### src/rtl/batch_pkg.sv
// Shared types and constants for the batch-mode filter sequencer.
// Bank roles rotate per batch: write = cycle, lookahead = cycle-LH_OFS, compute = cycle-CB_OFS.
package batch_pkg;

  typedef logic [1:0] bank_idx_t;

  localparam bank_idx_t  LH_OFS        = 2'd1;
  localparam bank_idx_t  CB_OFS        = 2'd2;
  localparam logic [1:0] PRIME_BATCHES = 2'd2;

  function automatic logic [3:0] bank_onehot(input bank_idx_t idx);
    case (idx)
      2'd0:    return 4'b0001;
      2'd1:    return 4'b0010;
      2'd2:    return 4'b0100;
      2'd3:    return 4'b1000;
      default: return 4'b0001;
    endcase
  endfunction

endpackage

### src/rtl/batch_addr_counter.sv
// Oversampling counter plus forward/reverse downsampled-word address pair.
// Also reports whether the address of the next emitted word is the first or last of a batch.
module batch_addr_counter #(
  parameter int OSR      = 2,
  parameter int DS_DEPTH = 16,
  parameter int AW       = 4
) (
  input  logic          clk,
  input  logic          rst,
  input  logic          in_valid,
  input  logic          step,
  output logic          word_done,
  output logic [AW-1:0] addr,
  output logic [AW-1:0] addr_rev,
  output logic          next_first,
  output logic          next_last
);

  localparam int            OW        = (OSR > 1) ? $clog2(OSR) : 1;
  localparam logic [OW-1:0] OSR_LAST  = OW'(OSR - 1);
  localparam logic [AW-1:0] ADDR_LAST = AW'(DS_DEPTH - 1);

  logic [OW-1:0] osr_cnt;
  logic [AW-1:0] addr_eff;

  // addr_eff is the address the next strobe carries, accounting for an increment in flight
  always_comb begin
    word_done = in_valid && (osr_cnt == OSR_LAST);
    addr_eff  = addr;
    if (step) begin
      if (addr == ADDR_LAST) begin
        addr_eff = {AW{1'b0}};
      end else begin
        addr_eff = addr + AW'(1);
      end
    end else begin
      addr_eff = addr;
    end
    next_first = (addr_eff == {AW{1'b0}});
    next_last  = (addr_eff == ADDR_LAST);
  end

  always_ff @(posedge clk) begin
    if (!rst) begin
      osr_cnt  <= {OW{1'b0}};
      addr     <= {AW{1'b0}};
      addr_rev <= ADDR_LAST;
    end else begin
      if (in_valid) begin
        osr_cnt <= (osr_cnt == OSR_LAST) ? {OW{1'b0}} : osr_cnt + OW'(1);
      end
      if (step) begin
        if (addr == ADDR_LAST) begin
          addr     <= {AW{1'b0}};
          addr_rev <= ADDR_LAST;
        end else begin
          addr     <= addr + AW'(1);
          addr_rev <= addr_rev - AW'(1);
        end
      end
    end
  end

endmodule

### src/rtl/batch_scheduler.sv
// Batch sequencer: downsample strobes, bank role rotation, recursion reset pulses and
// output-valid priming for the batch-mode control-bounded filter. Stalls on in_valid low.
module batch_scheduler
  import batch_pkg::*;
#(
  parameter  int DEPTH    = 32,
  parameter  int OSR      = 2,
  localparam int DS_DEPTH = DEPTH / OSR,
  localparam int AW       = (DS_DEPTH > 1) ? $clog2(DS_DEPTH) : 1
) (
  input  logic          clk,
  input  logic          rst,
  input  logic          in_valid,
  output logic          ds_stb,
  output logic [AW-1:0] ds_addr,
  output logic [AW-1:0] ds_addr_rev,
  output logic [3:0]    bank_wr,
  output logic [1:0]    lh_sel,
  output logic [1:0]    cb_sel,
  output logic          pr_sel,
  output logic          lh_rst_n,
  output logic          cb_rst_n,
  output logic          batch_end,
  output logic          out_valid,
  output logic [1:0]    cycle
);

  if ((OSR < 1) || ((DEPTH % OSR) != 0)) begin : g_cfg_err
    $error("batch_scheduler: DEPTH must be a multiple of OSR and OSR >= 1");
  end

  logic       word_done;
  logic       next_first;
  logic       next_last;
  bank_idx_t  cycle_nxt;
  logic [1:0] primed;
  logic [1:0] primed_nxt;

  batch_addr_counter #(
    .OSR      (OSR),
    .DS_DEPTH (DS_DEPTH),
    .AW       (AW)
  ) u_addr (
    .clk        (clk),
    .rst        (rst),
    .in_valid   (in_valid),
    .step       (ds_stb),
    .word_done  (word_done),
    .addr       (ds_addr),
    .addr_rev   (ds_addr_rev),
    .next_first (next_first),
    .next_last  (next_last)
  );

  // Look through a pending batch_end so the role decode and out_valid see it without a bubble
  always_comb begin
    cycle_nxt  = cycle;
    primed_nxt = primed;
    if (batch_end) begin
      cycle_nxt = cycle + 2'd1;
      if (primed != PRIME_BATCHES) begin
        primed_nxt = primed + 2'd1;
      end else begin
        primed_nxt = primed;
      end
    end else begin
      cycle_nxt  = cycle;
      primed_nxt = primed;
    end
  end

  always_ff @(posedge clk) begin
    if (!rst) begin
      ds_stb    <= 1'b0;
      batch_end <= 1'b0;
      out_valid <= 1'b0;
      lh_rst_n  <= 1'b1;
      cb_rst_n  <= 1'b1;
      cycle     <= 2'd0;
      primed    <= 2'd0;
      bank_wr   <= 4'b0001;
      lh_sel    <= 2'd0 - LH_OFS;
      cb_sel    <= 2'd0 - CB_OFS;
      pr_sel    <= 1'b0;
    end else begin
      ds_stb    <= word_done;
      batch_end <= word_done && next_last;
      out_valid <= word_done && (primed_nxt == PRIME_BATCHES);
      lh_rst_n  <= !(word_done && next_first);
      cb_rst_n  <= !(word_done && next_first);
      cycle     <= cycle_nxt;
      primed    <= primed_nxt;
      bank_wr   <= bank_onehot(cycle_nxt);
      lh_sel    <= cycle_nxt - LH_OFS;
      cb_sel    <= cycle_nxt - CB_OFS;
      pr_sel    <= cycle_nxt[0];
    end
  end

endmodule
### config.mk
export PLATFORM = sky130hd
export DESIGN_NAME = batch_scheduler
export DESIGN_NICKNAME = d
export VERILOG_FILES = /design/src/rtl/batch_pkg.sv /design/src/rtl/batch_addr_counter.sv /design/src/rtl/batch_scheduler.sv
export SDC_FILE = /design/constraint.sdc
export NUM_CORES = 1
export LEC_CHECK = 0
export ABC_AREA = 1
export ABC_CLOCK_PERIOD_IN_PS = 1500
export CAP_MARGIN = 10
export CORE_UTILIZATION = 40
export DETAILED_ROUTE_END_ITERATION = 12
export GPL_TIMING_DRIVEN = 0
export PLACE_DENSITY = 0.72
export SLEW_MARGIN = 20
export SYNTH_ARGS = -nofsm -noshare
export SYNTH_HDL_FRONTEND = slang
export SYNTH_SLANG_ARGS = --single-unit
### constraint.sdc
create_clock -name clk -period 1.5 [get_ports clk]
set_input_delay 0.225 -clock clk [delete_from_list [all_inputs] [get_ports clk]]
set_output_delay 0.225 -clock clk [all_outputs]
set_load 0.05 [all_outputs]
==> impl_metrics.prom <==
# TYPE chip_impl_metric gauge
chip_impl_info{name="outcome",value="finished clean"} 1
chip_impl_metric{name="floorplan.io_pins",unit=""} 27
chip_impl_metric{name="critPathRequiredTime",unit="ns"} 1.27
chip_impl_metric{name="slew_headroom",unit=""} 0.6753
chip_impl_metric{name="antennaDiodeCount",unit=""} 0
chip_impl_metric{name="grt_pass1_vias",unit=""} 742
chip_impl_metric{name="max_freq",unit="GHz"} 0.6893
chip_impl_metric{name="syn-cell-area",unit="mm^2"} 0.001003
chip_impl_metric{name="initial_core_util",unit=""} 0.4368
chip_impl_metric{name="flow.area_growth_from_synthesis",unit="%"} 30.80
chip_impl_info{name="mostFrequentLayoutCell",value="nand2_1"} 1
chip_impl_metric{name="power.total",unit="uW"} 1076
chip_impl_metric{name="yosys_warnings",unit=""} 0
chip_impl_metric{name="cpPeakStageDelay",unit="ns"} 0.53
chip_impl_metric{name="cts.sinks",unit=""} 24
chip_impl_metric{name="worstMarginPinSlew",unit="ns"} 0.4890
chip_impl_metric{name="detailroute.via_count",unit=""} 805
chip_impl_metric{name="crit_arrival",unit="ns"} 1.23
chip_impl_metric{name="port-buffer-count",unit=""} 26
chip_impl_metric{name="finish.instance_area",unit="mm^2"} 0.001313
chip_impl_metric{name="grt_overflow",unit=""} 0
chip_impl_metric{name="htree_levels",unit=""} 1
chip_impl_info{name="critical_path_class",value="reg2out"} 1
chip_impl_metric{name="post-place-ws",unit="ns"} -0.01589
chip_impl_metric{name="yosys_register_bits",unit=""} 24
chip_impl_metric{name="fp.coreArea",unit="mm^2"} 0.002297
chip_impl_metric{name="report.final.hold_viol_count",unit=""} 0
chip_impl_metric{name="synth.net_count",unit=""} 133
chip_impl_metric{name="period_minus_slack",unit="ns"} 1.451
chip_impl_metric{name="clk_path_buf_depth",unit=""} 2
chip_impl_metric{name="final.hold.worst_slack",unit="ns"} 0.4575
chip_impl_info{name="tritoncts",value="done"} 1
chip_impl_metric{name="worst_ir_drop_vdd",unit="uV"} 553.1
chip_impl_metric{name="dp_hpwl",unit="um"} 1344
chip_impl_metric{name="grt_use_total",unit=""} 0.1494
chip_impl_info{name="critical_path.top_delay_family",value="buffers and inverters"} 1
chip_impl_metric{name="drt_pre_antenna_iters",unit=""} 4
chip_impl_metric{name="totalWireLength",unit="um"} 1743
chip_impl_metric{name="leakagePower",unit="uW"} 0.0006379
chip_impl_info{name="critical_path.startpoint_type",value="flop"} 1
chip_impl_metric{name="antenna_found_initial",unit=""} 0
chip_impl_metric{name="ant_nets",unit=""} 0
chip_impl_metric{name="synth_cells",unit=""} 123
chip_impl_metric{name="final_max_slew_viol_count",unit=""} 0
chip_impl_metric{name="critical_path.max_fanout",unit=""} 5
chip_impl_info{name="commonest_cells_after_routing_fill_and_taps_aside",value="nand2_1, dfxtp_1, inv_1"} 1
chip_impl_metric{name="ys_types",unit=""} 19
chip_impl_metric{name="drc",unit=""} 0
chip_impl_metric{name="gp_congestion",unit=""} 0.7766
chip_impl_info{name="end_kind",value="output pin"} 1
chip_impl_metric{name="clk_transition_reported_paths",unit="ns"} 0.13
chip_impl_metric{name="clk_latency",unit="ns"} 0.31
chip_impl_metric{name="cp_num_buf_inv",unit=""} 1
chip_impl_metric{name="ys_seq_area_frac",unit=""} 0.4788
chip_impl_info{name="grt_setup_unrepaired",value="no"} 1
chip_impl_metric{name="fp.dieArea",unit="mm^2"} 0.002713
chip_impl_metric{name="floorplan.rows",unit=""} 17
chip_impl_metric{name="dieHeight",unit="um"} 52.09
chip_impl_metric{name="powerDensity",unit="mW/mm^2"} 820.1
chip_impl_metric{name="via_per_inst",unit=""} 4.448
chip_impl_metric{name="numCtsBuffers",unit=""} 3
chip_impl_metric{name="final-setup-viol-count",unit=""} 0
chip_impl_metric{name="final_min_period_over_clock_period",unit=""} 0.9672
chip_impl_metric{name="avgSynthCellArea",unit="um^2"} 8.158
chip_impl_metric{name="final_layout_size_suffix_gt1_frac",unit=""} 0.1830
chip_impl_metric{name="post_drt_wl_per_cell",unit="um"} 9.630
chip_impl_metric{name="timing.clock.skew",unit="ns"} 0.003332
chip_impl_info{name="hp-class",value="reg2reg"} 1
chip_impl_info{name="critical_path.slowest_cell",value="dlygate4sd2_1"} 1
chip_impl_metric{name="initialDrtViolationCount",unit=""} 13
chip_impl_info{name="crit_chain",value="dlygate4sd2_1"} 1
chip_impl_metric{name="grt_max_degree",unit=""} 14
chip_impl_info{name="cts_root_buf",value="clkbuf_4"} 1
chip_impl_metric{name="design.final.nets",unit=""} 164
chip_impl_metric{name="final_ws_setup",unit="ns"} 0.04924
chip_impl_metric{name="grt_first_pass_wirelength",unit="um"} 2925
chip_impl_metric{name="detailed_place.area",unit="mm^2"} 0.001306
chip_impl_metric{name="max-cap-violations",unit=""} 0
chip_impl_metric{name="width_of_the_chip",unit="um"} 52.09
## worst paths after layout
kind	cells after the start	start	slack, ns	end
worst max-delay path	1	cb_sel[0]	0.05	pr_sel
worst max register to register	5	batch_end	0.10	bank_wr[0]
worst min-delay path	1	u_addr.osr_cnt	0.46	u_addr.osr_cnt
worst min register to register	1	u_addr.osr_cnt	0.46	u_addr.osr_cnt
## timing repair
action / 4_1_cts / 5_1_grt
hold buffers: 0 / 0
endpoints found under the setup margin: 25 / 8
setup buffers: 0 / 0
gates resized for setup: 32 / 10
pin swaps: 0 / 0
gates cloned: 0 / 0
## metrics by stage
stage / cells / util / TNS [ns]
after floorplan: 123 / - / 0
after detailed placement: 177 / 0.5686 / -0.02032
after CTS: 181 / 0.5752 / 0
after global routing: 181 / 0.5714 / 0
final: 181 / 0.5714 / 0
after global placement: 177 / 0.5686 / -0.01270
## synthesized netlist by cell type
master | number | area share
xnor2_2 | 1 | 0.016
buf_4 | 3 | 0.022
inv_1 | 17 | 0.064
nor2_1 | 17 | 0.064
nand2_1 | 32 | 0.12
a21oi_1 | 3 | 0.015
buf_6 | 1 | 0.011
inv_4 | 1 | 0.0062
nor2_8 | 1 | 0.020
nand3_1 | 5 | 0.025
nand2_2 | 1 | 0.0062
dfxtp_1 | 24 | 0.48
xor2_1 | 2 | 0.017
or2_2 | 1 | 0.0062
o21ai_0 | 2 | 0.010
nor3_1 | 1 | 0.0050
nor2_2 | 3 | 0.019
ha_1 | 7 | 0.087
o211ai_1 | 1 | 0.0075
## registers in the layout (all words and copies together), names as in the netlist
register         cells
bank_wr              4
u_addr.addr          4
u_addr.addr_rev      4
cb_sel               2
lh_sel               2
primed               2
batch_end            1
cb_rst_n             1
cycle                1
ds_stb               1
out_valid            1
u_addr.osr_cnt       1
## per-layer routing
metal  vias up  part of all wire  global-route usage
met5         -                 0                   0
met4         0             0.029              0.1261
met3         4             0.030             0.01754
met2        17              0.47              0.2436
met1       356              0.47              0.1718
li1        428                 -                   -
## power breakdown
| part | switching [uW] | internal [uW] | leakage [uW] | total (uW) |
|---|---|---|---|---|
| registers | 7.47 | 644 | 0.000197 | 652 |
| logic | 58.7 | 25.6 | 0.000420 | 84.3 |
| clock network | 192 | 148 | 0.0000210 | 340 |
## layout make-up
type | count | area, um^2
inverter | 18 | 70.07
fill | 237 | 984.7
timing repair buffer | 26 | 222.7
sequential | 24 | 488.0
clock buffer | 4 | 36.28
multi-input combinational | 77 | 426.7
tap | 28 | 35.03
buffer | 4 | 33.78
## cell families after synthesis
logic type | share of synthesized area
AO/OA/AOI/OAI | 0.03242
AND/OR/NAND/NOR | 0.2643
flip-flops | 0.4788
buffers and inverters | 0.1035
XOR/XNOR | 0.03367
adder cells (fa/ha/maj) | 0.08728
Power figures use the tool's default switching activity.
